[config.mk]
export PLATFORM = sky130hd
export DESIGN_NAME = cpu_data_output_register
export DESIGN_NICKNAME = d
export VERILOG_FILES = /design/src/rtl/cpu_bus_pkg.sv /design/src/rtl/cpu_data_output_register.sv
export SDC_FILE = /design/constraint.sdc
export NUM_CORES = 1
export LEC_CHECK = 0
export CORE_UTILIZATION = 40
export DETAILED_ROUTE_END_ITERATION = 8
export HOLD_SLACK_MARGIN = 0.08
export PLACE_DENSITY_LB_ADDON = 0.3
export SYNTH_ARGS = -nofsm -noshare
export SYNTH_HDL_FRONTEND = slang
export SYNTH_SLANG_ARGS = --single-unit
[constraint.sdc]
create_clock -name clk -period 2.3 [get_ports clk]
set_clock_uncertainty 0.2 [all_clocks]
set_input_delay 0.345 -clock clk [delete_from_list [all_inputs] [get_ports clk]]
set_output_delay 0.345 -clock clk [all_outputs]
set_load 0.05 [all_outputs]
[src/rtl/cpu_bus_pkg.sv]
// Shared CPU bus definitions: data output register states and CPU cycle timing defaults.
package cpu_bus_pkg;

    typedef enum logic [1:0] {
        IDLE,
        SETUP,
        DRIVE,
        HOLD
    } dor_state_t;

    localparam int unsigned CPU_CLK_DIV     = 12;
    localparam int unsigned PHI2_RISE_PHASE = 6;

endpackage

[src/rtl/cpu_data_output_register.sv]
// CPU data output register: holds the byte to write and sequences R/W, pad drive
// and hold timing of a write cycle against the master-clock phase count.
module cpu_data_output_register
    import cpu_bus_pkg::*;
#(
    parameter int unsigned DIV       = CPU_CLK_DIV,
    parameter int unsigned PHI2_RISE = PHI2_RISE_PHASE,
    parameter int unsigned HOLD      = 1
) (
    input  logic       clk,
    input  logic       reset_N,
    input  logic [3:0] phaseCount_IN,
    input  logic [7:0] dataBus_IN,
    input  logic       dataLoad_EN,
    input  logic       write_EN,
    output logic [7:0] data_OUT,
    output logic       dataDrive_OUT,
    output logic       readWrite_OUT,
    output logic       writeDone_OUT,
    output logic       busy_OUT
);

    localparam int unsigned HW        = (HOLD > 1) ? $clog2(HOLD) : 1;
    localparam logic [3:0]  PH_DRV    = 4'(PHI2_RISE - 1);
    localparam logic [3:0]  PH_END    = 4'(DIV - 1);
    localparam logic [HW-1:0] HOLD_INIT = HW'(HOLD - 1);

    dor_state_t    state_q, state_d;
    logic [7:0]    dor_q, dor_d;
    logic [7:0]    out_q, out_d;
    logic          pending_q, pending_d;
    logic [HW-1:0] hold_q, hold_d;
    logic          drive_q, drive_d;
    logic          rw_q, rw_d;
    logic          done_q, done_d;
    logic          busy_q, busy_d;

    logic req;
    logic end_cycle;
    logic chain;

    always_comb begin
        state_d   = state_q;
        dor_d     = dataLoad_EN ? dataBus_IN : dor_q;
        out_d     = out_q;
        pending_d = pending_q;
        hold_d    = hold_q;
        drive_d   = drive_q;
        rw_d      = rw_q;
        done_d    = 1'b0;
        end_cycle = 1'b0;
        chain     = 1'b0;
        req       = (phaseCount_IN == 4'd0) && write_EN;

        case (state_q)
            cpu_bus_pkg::IDLE: begin
                if (req) begin
                    state_d = cpu_bus_pkg::SETUP;
                    rw_d    = 1'b0;
                    out_d   = dor_d;
                end
            end
            cpu_bus_pkg::SETUP: begin
                if (phaseCount_IN == PH_DRV) begin
                    state_d = cpu_bus_pkg::DRIVE;
                    drive_d = 1'b1;
                end
            end
            cpu_bus_pkg::DRIVE: begin
                if (phaseCount_IN == PH_END) begin
                    if (HOLD > 0) begin
                        state_d = cpu_bus_pkg::HOLD;
                        hold_d  = HOLD_INIT;
                    end else begin
                        end_cycle = 1'b1;
                        chain     = req;
                    end
                end
            end
            cpu_bus_pkg::HOLD: begin
                if (req) begin
                    pending_d = 1'b1;
                end
                // A request landing on the final hold edge chains just like an earlier one.
                if (hold_q != '0) begin
                    hold_d = hold_q - 1'b1;
                end else begin
                    end_cycle = 1'b1;
                    chain     = pending_q || req;
                end
            end
            default: state_d = cpu_bus_pkg::IDLE;
        endcase

        if (end_cycle) begin
            done_d    = 1'b1;
            drive_d   = 1'b0;
            pending_d = 1'b0;
            if (chain) begin
                state_d = cpu_bus_pkg::SETUP;
                rw_d    = 1'b0;
                out_d   = dor_d;
            end else begin
                state_d = cpu_bus_pkg::IDLE;
                rw_d    = 1'b1;
            end
        end

        busy_d = (state_d != cpu_bus_pkg::IDLE);
    end

    always_ff @(posedge clk or negedge reset_N) begin
        if (!reset_N) begin
            state_q   <= cpu_bus_pkg::IDLE;
            dor_q     <= '0;
            out_q     <= '0;
            pending_q <= 1'b0;
            hold_q    <= '0;
            drive_q   <= 1'b0;
            rw_q      <= 1'b1;
            done_q    <= 1'b0;
            busy_q    <= 1'b0;
        end else begin
            state_q   <= state_d;
            dor_q     <= dor_d;
            out_q     <= out_d;
            pending_q <= pending_d;
            hold_q    <= hold_d;
            drive_q   <= drive_d;
            rw_q      <= rw_d;
            done_q    <= done_d;
            busy_q    <= busy_d;
        end
    end

    assign data_OUT      = out_q;
    assign dataDrive_OUT = drive_q;
    assign readWrite_OUT = rw_q;
    assign writeDone_OUT = done_q;
    assign busy_OUT      = busy_q;

endmodule
After elaboration in Yosys (flattened, before gate mapping):

Cells that the tools add are included.

* register bits after elaboration: 24
* bits in latches: 0
* RAM bits: 0
* memory bits (read-only): 0
* input port bits: 16
* output and inout port bits: 12
* word-level logic and storage cells: 60
* memories: 0

* add/subtract/negate cells: 1
* multipliers: 0
* div/mod/pow operators: 0
* $lt $le $gt $ge: 0
* equality and inequality tests: 6
* shifts and indexed selects: 0
* multiplexer cells: 29
* bitwise logic cells: 0
* reductions and logical operators: 15

Operators with widths (count)
* 8-bit two-way mux: 5
* 1-bit two-way mux: 18
* 2-bit nonzero test: 7
* 2-bit two-way mux: 4
* 2-bit AND reduction: 4
* 2-bit case mux with 3 select lines: 1
* 2-bit == test (second input constant): 2
* 4-bit by 3-bit == test with 1-bit output (second input constant): 1
* 4-bit == test (second input constant): 1
* 4-bit logical NOT: 1
* 2-bit by 1-bit == test with 1-bit output (second input constant): 1
* 2-bit logical NOT: 1
* 2-bit inequality test (second input constant): 1
* 1-bit case mux with 2 select lines: 1
* 1-bit logical AND: 1
* 1-bit logical OR: 1
* 1-bit subtractor (second input constant): 1

Depth between registers and ports, before layout:

* depth in word-level cells: 8
* depth in mapped cells: 6
* depth with buffers taken out: 6

Worst setup path before layout:

Ideal clock, no wire load.

* path kind: input-to-reg
* start point: input port phaseCount_IN[0]
* end point: register out_q[0], in the netlist data_OUT[0]
* library setup time: 0.125 ns
* arrival time: 1.388 ns
* required time: 1.975 ns
* slack: 0.588 ns
* stages: 4
* path buffers: 0
* cell sequence: nor4_4 > a31oi_1 > nor2_4 > mux2_2

* longest elaborated chain between the ends: 7
* elaborated cells on any way between the ends: 9
* those cells by class: mux (6); reduce/logical (3)

RTL lines
* start: declaration: line cpu_data_output_register.sv:12 `input logic [3:0] phaseCount_IN,`
* 4-bit logical NOT *: line cpu_data_output_register.sv:53 `req = (phaseCount_IN == 4'd0) && write_EN;`
* 1-bit logical AND *: line cpu_data_output_register.sv:53
* 1-bit logical OR: line cpu_data_output_register.sv:89 `chain = pending_q || req;`
* 1-bit two-way mux: line cpu_data_output_register.sv:85 `if (hold_q != '0) begin`
* 1-bit two-way mux
* 8-bit two-way mux: line cpu_data_output_register.sv:99 `if (chain) begin`
* 8-bit two-way mux *: line cpu_data_output_register.sv:95 `if (end_cycle) begin`
* net out_d[0]: line cpu_data_output_register.sv:30 `logic [7:0] out_q, out_d;`
* end signal: assignment: line cpu_data_output_register.sv:126 `out_q <= out_d;`
* end: declaration: line cpu_data_output_register.sv:30

Mark *: on every way through the listed nets, which the timed path passes. The rest lies on a longest branch.
A chain may end at the register's enable or synchronous reset.

Worst setup path in the final report:

* start point: register rw_q, in the netlist readWrite_OUT
* end point: output port readWrite_OUT

RTL lines
* start: declaration: line cpu_data_output_register.sv:34 `logic rw_q, rw_d;`
* start signal: assignment: line cpu_data_output_register.sv:130 `rw_q <= rw_d;`
* end: declaration: line cpu_data_output_register.sv:18 `output logic readWrite_OUT,`

No word-level cell between the ends.

==> results.md <==
- Run status: completed
- Total of max-cap violations: 0
- Vias per cell: 4.917
- Number of global-route vias before repair: about 650
- WL per Instance: between 10 and 15 um
- Root Buffer: clkbuf_4
- Die Width: 52.12 um
- Post-synthesis instance area: 1005 um2
- Kind of cell adding the most delay to the critical path: buffers and inverters
- Critical path capture point type: output port
- Setup crit end: readWrite_OUT
- Flop pwr share: 40.4%
- Main area contributors after synthesis: dfrtp_1 55%, mux2_2 18%, ha_1 6.2%, dfstp_2 2.6%, nor4_4 2.1%
- Buf+Inv Stages, Crit Path: 1
- Setup bufs post-CTS: 0
- Aggregate global routing overflow: 0
- Final slew viol count: 0
- DRC violation count after routing: 0
- Yosys top cell area share: 54.79%
- Total global-route track usage: 15.42%
- Tmin final: 2.174 ns
- Internal power: 834.7 uW
- Post-Place Setup Slack: -0.03493 ns
- Hold_buf cts: 0
- Worst ir drop on vdd: between 600 and 700 uV
- Cell with the most instances after synthesis: dfrtp_1
- Slowest-stage cell, CP: clkdlybuf4s50_1
- Post-synthesis sequential area ratio: a little under three fifths
- Comb pwr share: 47.2%
- Netlist cell types: 22
- Starting density of the core: 43.74%
- Worst Slack Setup Final: 0.1256 ns
- First-pass iteration count of the detailed router: 1
- Antenna-violating nets left: 0
- P&R area growth vs syn: 34.87%
- Post-synth net total: 92
- H-tree depth: 1
- Worst Reg2Reg Path Length in Cells: 4
- Leak pwr: approximately 0.0006 uW
- Crit Path Category: register to output port
- Detail Placement HPWL: 1.383 mm
- DR vias: 649
- Clock Latency Late Sink: 0.29 ns
- Worst-path cell chain: clkdlybuf4s50_1
- Critical path arrival: roughly 1.6 ns
- DR iter-0 viols: 0
- Register clock-pin slew on the reported worst setup and hold paths: 0.11 ns
- Final core occ: 58.99%
- Min-Delay Path Class: primary input to asynchronous set/reset pin
- CTS Buf Count: 3
- Layout cells sized above 1: 25.96%
- Ys flop type: dfrtp_1
- Syn Inst Count: 71
- R2R Path End: data_OUT[6]
- Worst slew pin tran: between 0.5 and 0.6 ns
- Synth async-reset ratio: 100.0%
- Worst flop-to-flop path startpoint: state_q[1]
- Flop2flop setup slack: between 0.3 and 0.4 ns
- Final nets: about 130
- EDFF count, synth: 0
- Chip height: 52.12 um
- Worst Setup SP: readWrite_OUT
- Slowest Stage Delay on Critical Path: 0.79 ns
- Achievable frequency: 459.9 MHz
- Dpl cells: 128
- IO Pins: 28
- Initial antenna violation count: 0
- Fin crit share: 94.54%
- Clock tree from TritonCTS: yes
- GPL Wtd Cong: 0.7958
- RSZ-0062 raised after global routing: false
- Worst Path Required: roughly 1.8 ns
- # diodes: 0
- Synth Register Bits: 23
- First-pass GRT wire length: around 3.0 mm
- Ys Warns: 0
- Post_cts resized: 0
- CP Launch Type: register
- Site Rows: 17
- # fillers: 189
- Die Footprint: between 2000 and 3000 um2
- CTS Buffer Depth: 2
- Sw power: 558.2 uW
- Fin cells: roughly 130
- Power Density: between 1000 and 1500 nW/um2
- Critical Path Fanout Max: 2
- Yosys top cell by area: dfrtp_1
- Count of final hold-check violations: 0
- Syn avg cell area: ~14 um2
- Net Sw Frac: 40.07%
- CP Depth: 1
- Clock tree sinks: 23
- Total power: around 1400 uW
- Final setup viols: 0
- Clock share of power: between 10% and 20%
- Slew margin rel.: 66.53%
- Port Buf Inserts: 27
- Setup TNS: 0 ns
- Largest net degree at the start of global routing: 15
- Synth cell count leaders: 22 x dfrtp_1, 16 x mux2_2, 5 x ha_1
- WL final: 1.732 mm
- Core area: 2297 um2
-- layout by cell type (no fill, tap or decap), drive strengths merged --
cell type / Yosys / layout
a2111oi: 1 / 1
a211oi: 1 / 1
a21oi: 4 / 4
a31oi: 1 / 1
and2: 1 / 1
and4b: 1 / 1
buf: 0 / 3
clkbuf: 1 / 4
clkdlybuf4s50: 0 / 27
dfrtp: 22 / 22
dfstp: 1 / 1
ha: 5 / 5
inv: 3 / 3
mux2: 16 / 16
nand2: 3 / 3
nand3b: 1 / 1
nand4bb: 1 / 1
nor2: 3 / 3
nor2b: 1 / 1
nor4: 1 / 1
o21ai: 2 / 2
o21ba: 1 / 1
o2bb2ai: 1 / 1
-- logic make-up after synthesis --
| group | Yosys count | share of synthesized area, % |
|---|---|---|
| adder cells (fa/ha/maj) | 5 | 6.227 |
| flip-flops | 23 | 57.41 |
| multiplexers | 16 | 17.93 |
| AND/OR/NAND/NOR | 12 | 9.217 |
| AO/OA/AOI/OAI | 11 | 7.722 |
| buffers and inverters | 4 | 1.494 |
-- metrics by stage --
step	area (um2)	hold WS [ns]
6_report	1355	0.1454
5_1_grt	1355	0.1499
4_1_cts	1355	0.1430
3_5_place_dp	1329	0.2663
3_3_place_gp	1329	0.2694
2_1_floorplan	1005	-0.1506
-- power by group through the flow --
| stage | Combinational (uW) | Sequential (uW) | Clock [uW] |
|---|---|---|---|
| final | 658 | 563 | 172 |
| after global routing | 706 | 576 | 202 |
| after CTS | 665 | 564 | 184 |
| after detailed placement | 663 | 571 | 0 |
| after global placement | 653 | 571 | 0 |
| after floorplan | 218 | 795 | 0 |
-- layer usage --
| metal | global-route usage [%] | vias up | part of all wire (%) |
|---|---|---|---|
| li1 | - | 320 | - |
| met1 | 21.40 | 311 | 47 |
| met2 | 23.50 | 16 | 47 |
| met3 | 2.632 | 2 | 4.9 |
| met4 | 6.757 | 0 | 0.46 |
| met5 | 0 | - | 0 |
-- how the worst min path moves through the flow --
| stage | start | slack, ns | to | cells after the start |
|---|---|---|---|---|
| floorplan | reset_N | -0.15 | busy_OUT | 0 |
| global placement | readWrite_OUT | 0.27 | readWrite_OUT | 2 |
| detailed placement | readWrite_OUT | 0.27 | readWrite_OUT | 2 |
| CTS | reset_N | 0.14 | dataDrive_OUT | 1 |
| global route | reset_N | 0.15 | dataDrive_OUT | 1 |
| finish | reset_N | 0.15 | writeDone_OUT | 1 |
-- registers in the layout, summed over array words and instances (netlist names) --
name	cells
data_OUT	8
dor_q	8
state_q	2
busy_OUT	1
dataDrive_OUT	1
pending_q	1
readWrite_OUT	1
writeDone_OUT	1
-- cell type report --
cell class                      count  area, um2  share of cell area (%)
Sequential cell                    23      576.8                   42.57
Multi-Input combinational cell     44      412.9                   30.47
Timing Repair Buffer               30      292.8                   21.61
Tap cell                           28      35.03                   2.585
Clock buffer                        4      26.28                   1.939
Inverter                            3      11.26                  0.8310
Power figures use the tool's default switching activity.
